[src/rtl/mem_stage_pkg.sv]
// Shared definitions for the MEM stage: bus layouts, FSM encoding and store
// byte-enable helper.
package mem_stage_pkg;

  localparam int EXE_MEM_W = 166;
  localparam int MEM_WB_W  = 125;

  typedef enum logic [1:0] {
    S_IDLE      = 2'd0,
    S_LOAD_WAIT = 2'd1,
    S_HOLD      = 2'd2
  } mem_state_t;

  // EXE->MEM bus, MSB first. The struct fixes every field offset; wbytes sits at [3:0].
  typedef struct packed {
    logic        rsvd;
    logic        mem_load;
    logic        mem_store;
    logic        ls_word;
    logic        ls_dbyte;
    logic        ls_byte;
    logic        l_unsign;
    logic        ls_bytes_l;
    logic        ls_bytes_r;
    logic [31:0] store_data;
    logic [31:0] exe_result;
    logic [31:0] lo_result;
    logic        hi_write;
    logic        lo_write;
    logic        mfhi;
    logic        mflo;
    logic        mtc0;
    logic        mfc0;
    logic [7:0]  cp0r_addr;
    logic        syscall;
    logic        brk;
    logic        ov_ex;
    logic        ri_ex;
    logic        eret;
    logic        wen;
    logic [4:0]  wdest;
    logic [31:0] pc;
    logic [3:0]  wbytes;
  } exe_mem_t;

  typedef struct packed {
    logic [31:0] result;
    logic [31:0] lo_result;
    logic        hi_write;
    logic        lo_write;
    logic        mfhi;
    logic        mflo;
    logic        mtc0;
    logic        mfc0;
    logic [7:0]  cp0r_addr;
    logic        syscall;
    logic        brk;
    logic        ov_ex;
    logic        ri_ex;
    logic        eret;
    logic        wen;
    logic [4:0]  wdest;
    logic [31:0] pc;
    logic [3:0]  wbytes;
  } mem_wb_t;

  function automatic logic [3:0] store_be(input logic [1:0] off,
                                          input logic is_byte,
                                          input logic is_dbyte);
    logic [3:0] be;
    if (is_byte)       be = 4'b0001 << off;
    else if (is_dbyte) be = 4'b0011 << off;
    else               be = 4'b1111;
    return be;
  endfunction

endpackage

[src/rtl/mem_stage_load_align.sv]
// Load data alignment: picks/extends the addressed byte or halfword, or
// shifts the word for the unaligned LWL/LWR pair.
module mem_stage_load_align (
  input  logic [31:0] rdata,
  input  logic [1:0]  off,
  input  logic [3:0]  wbytes,
  input  logic        is_dbyte,
  input  logic        is_byte,
  input  logic        unsign,
  input  logic        lwl,
  input  logic        lwr,
  output logic [31:0] res
);

  logic [7:0]  b;
  logic [15:0] h;
  logic [1:0]  n_l;
  logic [1:0]  n_r;

  always_comb begin
    b = rdata[{off, 3'b000} +: 8];
    h = off[1] ? rdata[31:16] : rdata[15:0];

    // wbytes carries the merge mask from EXE; it tells how many bytes land.
    case (wbytes)
      4'b1000: n_l = 2'd0;
      4'b1100: n_l = 2'd1;
      4'b1110: n_l = 2'd2;
      default: n_l = 2'd3;
    endcase
    case (wbytes)
      4'b1111: n_r = 2'd0;
      4'b0111: n_r = 2'd1;
      4'b0011: n_r = 2'd2;
      default: n_r = 2'd3;
    endcase

    if (lwl)           res = rdata << {~n_l, 3'b000};
    else if (lwr)      res = rdata >> {n_r, 3'b000};
    else if (is_byte)  res = {{24{~unsign & b[7]}}, b};
    else if (is_dbyte) res = {{16{~unsign & h[15]}}, h};
    else               res = rdata;
  end

endmodule

[src/rtl/mem_stage.sv]
// MEM pipeline stage: issues data-RAM accesses, aligns load data and holds
// the result for WB until it is accepted.
module mem_stage
  import mem_stage_pkg::*;
(
  input  logic                 clk,
  input  logic                 reset,
  input  logic                 MEM_valid,
  input  logic [EXE_MEM_W-1:0] EXE_MEM_bus_r,
  input  logic                 MEM_go,
  output logic                 MEM_over,
  output logic [MEM_WB_W-1:0]  MEM_WB_bus,
  output logic [4:0]           MEM_wdest,
  output logic                 MEM_hi_write,
  output logic                 MEM_lo_write,
  output logic [31:0]          MEM_hi_data,
  output logic [31:0]          MEM_lo_data,
  output logic                 dm_en,
  output logic [3:0]           dm_wen,
  output logic [31:0]          dm_addr,
  output logic [31:0]          dm_wdata,
  input  logic [31:0]          dm_rdata
);

  exe_mem_t    eb;
  mem_wb_t     wb;
  mem_state_t  state, state_nxt;
  logic [31:0] res_q, res_nxt, load_res, result;
  logic [1:0]  off;
  logic        unused_rsvd;

  assign eb          = exe_mem_t'(EXE_MEM_bus_r);
  assign unused_rsvd = eb.rsvd;
  assign off         = eb.exe_result[1:0];

  mem_stage_load_align load_align (
    .rdata    (dm_rdata),
    .off      (off),
    .wbytes   (eb.wbytes),
    .is_dbyte (eb.ls_dbyte),
    .is_byte  (eb.ls_byte),
    .unsign   (eb.l_unsign),
    .lwl      (eb.ls_bytes_l),
    .lwr      (eb.ls_bytes_r),
    .res      (load_res)
  );

  always_ff @(posedge clk) begin
    if (reset) begin
      state <= S_IDLE;
      res_q <= '0;
    end else begin
      state <= state_nxt;
      res_q <= res_nxt;
    end
  end

  always_comb begin
    state_nxt = state;
    res_nxt   = res_q;
    MEM_over  = 1'b0;
    dm_en     = 1'b0;
    dm_wen    = 4'b0000;
    result    = eb.exe_result;
    case (state)
      S_IDLE: begin
        if (MEM_valid) begin
          if (eb.mem_load) begin
            dm_en     = 1'b1;
            state_nxt = S_LOAD_WAIT;
          end else if (eb.mem_store) begin
            // A store is written once here; HOLD only waits for WB.
            dm_en     = 1'b1;
            dm_wen    = store_be(off, eb.ls_byte, eb.ls_dbyte);
            MEM_over  = 1'b1;
            res_nxt   = eb.exe_result;
            state_nxt = MEM_go ? S_IDLE : S_HOLD;
          end else begin
            MEM_over = 1'b1;
          end
        end
      end
      S_LOAD_WAIT: begin
        if (!MEM_valid) begin
          state_nxt = S_IDLE;
          res_nxt   = '0;
        end else begin
          result    = load_res;
          res_nxt   = load_res;
          MEM_over  = 1'b1;
          state_nxt = MEM_go ? S_IDLE : S_HOLD;
        end
      end
      S_HOLD: begin
        if (!MEM_valid) begin
          state_nxt = S_IDLE;
          res_nxt   = '0;
        end else begin
          result   = res_q;
          MEM_over = 1'b1;
          if (MEM_go) state_nxt = S_IDLE;
        end
      end
      default: state_nxt = S_IDLE;
    endcase
    if (reset) begin
      MEM_over = 1'b0;
      dm_en    = 1'b0;
      dm_wen   = 4'b0000;
    end
  end

  assign dm_addr = {eb.exe_result[31:2], 2'b00};

  always_comb begin
    if (eb.ls_byte)       dm_wdata = {4{eb.store_data[7:0]}};
    else if (eb.ls_dbyte) dm_wdata = {2{eb.store_data[15:0]}};
    else                  dm_wdata = eb.store_data;
  end

  always_comb begin
    wb.result    = result;
    wb.lo_result = eb.lo_result;
    wb.hi_write  = eb.hi_write;
    wb.lo_write  = eb.lo_write;
    wb.mfhi      = eb.mfhi;
    wb.mflo      = eb.mflo;
    wb.mtc0      = eb.mtc0;
    wb.mfc0      = eb.mfc0;
    wb.cp0r_addr = eb.cp0r_addr;
    wb.syscall   = eb.syscall;
    wb.brk       = eb.brk;
    wb.ov_ex     = eb.ov_ex;
    wb.ri_ex     = eb.ri_ex;
    wb.eret      = eb.eret;
    wb.wen       = eb.wen & ~eb.ov_ex;
    wb.wdest     = eb.wdest;
    wb.pc        = eb.pc;
    wb.wbytes    = eb.wbytes;
  end

  assign MEM_WB_bus   = wb;
  assign MEM_wdest    = MEM_valid ? eb.wdest : 5'd0;
  assign MEM_hi_write = MEM_valid & eb.hi_write;
  assign MEM_lo_write = MEM_valid & eb.lo_write;
  assign MEM_hi_data  = eb.exe_result;
  assign MEM_lo_data  = eb.lo_result;

endmodule

[config.mk]
export PLATFORM = sky130hd
export DESIGN_NAME = mem_stage
export DESIGN_NICKNAME = d
export VERILOG_FILES = /design/src/rtl/mem_stage_pkg.sv /design/src/rtl/mem_stage_load_align.sv /design/src/rtl/mem_stage.sv
export SDC_FILE = /design/constraint.sdc
export NUM_CORES = 1
export LEC_CHECK = 0
export BUFFER_PORTS_ARGS = -buffer_cell sky130_fd_sc_hd__buf_2
export CORE_AREA = 5 5 178 180
export CTS_BUF_LIST = sky130_fd_sc_hd__clkbuf_4
export DETAILED_ROUTE_END_ITERATION = 7
export DIE_AREA = 0 0 183 185
export PLACE_DENSITY = 0.61
export SLEW_MARGIN = 40
export SYNTH_ARGS = -nofsm -noshare
export SYNTH_HDL_FRONTEND = slang
export SYNTH_SLANG_ARGS = --single-unit
[constraint.sdc]
create_clock -name clk -period 3.6 [get_ports clk]
set_clock_uncertainty 0.2 [all_clocks]
set_input_delay 0.18 -clock clk [delete_from_list [all_inputs] [get_ports clk]]
set_output_delay 0.18 -clock clk [all_outputs]
set_load 0.1 [all_outputs]
==> impl_metrics.tcl <==
set metrics [dict create \
    cts-resized-gates 0 \
    period_share 0.931 \
    synth.yosys.seq_area_share 0.0974 \
    critPathLaunchType "flip-flop" \
    postRouteAntennaNets 0 \
    grt_overflow 0 \
    fmax_mhz 298 \
    p_per_area_mw_per_mm2 360 \
    drt_pass1_iterations 7 \
    required_ns 3.22 \
    drtIter0Drc 974 \
    seqCellArea_sq_um 681 \
    p_clk_frac 0.086 \
    dieArea_sq_mm 0.0339 \
    switching_power_mw 1.80 \
    violations "hold timing" \
    dp_hpwl_um 26100 \
    final_common_cell "buf_2" \
    post-route-drc-count 0 \
    synth-edff-count 0 \
    power_mw 2.82 \
    synth_top_area_frac 0.219 \
    cts_root_buf "clkbuf_4" \
    synth_top_area_cell "buf_4" \
    irDropWorstVdd_v 0.000193 \
    grtUsageTotal 0.184 \
    synthXorXnorAreaFrac 0.00358 \
    numCtsBuffers 5 \
    antenna_found_initial 2 \
    floorplan.initialDensity 0.233 \
    cts_max_level 2 \
    drv_cap 0 \
    multi_input_area_sq_mm 0.00440 \
    drt_wl_total_um 33700 \
    grt_pass1_wl_um 47700 \
    p_seq_frac 0.162 \
    cts_buffer_depth 2 \
    power_leakage_nw 3.39 \
    status "complete, but fails checks" \
    fin_nets 1238 \
    min_period_ns 3.35 \
    area_delta_synth_final_pct 12.0 \
    critPathCaptureType "primary output" \
    synth_area_per_cell_sq_um 7.20 \
    hold_viol_final 1 \
    coreArea_sq_mm 0.0300 \
    syn_inst 970 \
    pin_count 468 \
    synthArstFlopShare 0 \
    synth_mux_area_frac 0.121 \
    die_x_um 183 \
    max-slew-margin-rel 0.468 \
    syn_area_sq_mm 0.00699 \
    synth_top_flop_cell "dfxtp_1" \
    rsz0062_at_grt "no" \
    sw_frac_of_total 0.639 \
    drv_slew 0 \
    rows 64 \
    vias_per_cell 5.50 \
    worst_pin_slew_ns 0.791 \
    min_path_type "input port to flip-flop" \
    synth_area_leaders "buf_4 22%, dfxtp_1 9.7%, o21ai_0 6.2%, mux2i_1 5.4%, a21oi_1 5.1%" \
    synth_fa_ha_area_frac 0.0143 \
    synth-simple-area-share 0.176 \
    crit_fanout 12 \
    fill_cells 3324 \
    setup_viol 0 \
    intPower_mw 1.02 \
    synth-compound-area-share 0.311 \
    cts_tree "yes" \
    synth_top_family_by_area "compound AO/OA/AOI/OAI gates" \
    synth_cell_types 77 \
    final_util 0.261 \
    crit_type "flip-flop to primary output" \
    final_layout_size_suffix_gt1_frac 0.357 \
    routabilityCongestion 1.02 \
    grt_pass1_vias 7204 \
    postCtsHoldBufs 21 \
    clock_latency_ns 0.37 \
    vias 7846 \
    final_cell_mix "250 x buf_2, 87 x o21ai_0, 70 x a21oi_1" \
    ys_ff_latch 34 \
    arrival_ns 2.97 \
    cts_setup_buffers 0 \
    cts_sinks 34 \
    holdWs_ns -0.00184 \
    yosys_warnings 0 \
    wl_per_cell_um 23.6 \
    clkTransAtPathRegs_ns 0.14 \
    pwr-share-comb 0.752 \
    grt_max_degree 51 \
    io_buffers 271 \
    die_height_um 185 \
]
## Yosys cell counts, drive strengths merged, types with 4 or more instances
cell type and instances:
nor2 35, and4b 13, mux2 31, clkbuf 32, nor2b 25, o221ai 7
a31oi 27, mux4 5, o21ai 95, o31ai 8, a32oi 7, nand3 28
a22o 4, a211oi 14, and3 12, a41oi 4, a221oi 26, nand2 66
o22ai 12, a2111oi 6, inv 23, nand4 12, nor3 7, o32ai 6
ha 8, a21oi 73, dfxtp 34, and2 8, a22oi 15, nand2b 7
buf 238, mux2i 38
## routing by layer
metal | up-vias | track usage | part of all wire
met1 | 3702 | 0.223 | 0.38
met4 | 2 | 0.0802 | 0.046
met2 | 503 | 0.320 | 0.49
met3 | 126 | 0.0332 | 0.090
met5 | - | 0 | 0.00039
li1 | 3513 | - | -
## kinds of logic after synthesis
| logic type | count (synthesis) |
|---|---|
| xor+xnor | 2 |
| buf+inv | 296 |
| simple gates | 227 |
| fa+ha+maj | 8 |
| compound gates | 328 |
| other cells | 1 |
| flops | 34 |
| mux | 74 |
## cell type report
| class | count | share of cell area |
|---|---|---|
| repair buffers | 320 | 0.267 |
| clock inverters | 3 | 0.00208 |
| diodes | 1 | 0.000320 |
| clock buffers | 5 | 0.00480 |
| well taps | 396 | 0.0633 |
| multi-input cells | 641 | 0.563 |
| flip-flops and latches | 34 | 0.0870 |
| inverters | 26 | 0.0125 |
## stage by stage
stage                     TNS, ns  area [sq um]  setup slack (ns)  std cells  hold slack [ns]
after global routing            0          7830            0.0182       1426           0.0457
final                           0          7830             0.249       1426         -0.00184
after CTS                       0          7820             0.196       1425           0.0257
after global placement          0          7560             0.637       1396            0.161
after floorplan             -3.17          7000            -0.314        971           0.0491
after detailed placement        0          7560             0.623       1396            0.161
## worst paths after layout
check,start,endpoint,slack (ns),depth (start not counted)
min,EXE_MEM_bus_r[102],res_q[9]$_SDFFE_PP0P_,-0.002,3
max reg2reg,state[0]$_SDFFE_PP0P_,res_q[22]$_SDFFE_PP0P_,1.01,7
min reg2reg,res_q[5]$_SDFFE_PP0P_,res_q[5]$_SDFFE_PP0P_,0.27,2
max,state[0]$_SDFFE_PP0P_,MEM_WB_bus[96],0.25,9
## state kept, by name (all words and copies together), names as in the netlist
name   cells
res_q     32
state      2
## critical path, stage by stage, from the launching register on
cell,delay (ns)
dfxtp_1,0.39
inv_1,0.09
ha_1,0.40
buf_4,0.23
nand4_1,0.27
o21ba_1,0.40
a22o_1,0.15
a31oi_1,0.08
o21ai_0,0.12
buf_2,0.45
## power groups by stage
stage               Sequential (mW)  Clock (mW)  Combinational (mW)
global route                  0.462       0.261                2.21
floorplan                     0.457           0                2.18
CTS                           0.455       0.249                2.12
finish                        0.456       0.242                2.12
global placement              0.460           0                2.09
detailed placement            0.463           0                2.10
(Power assumes the default switching activity.)
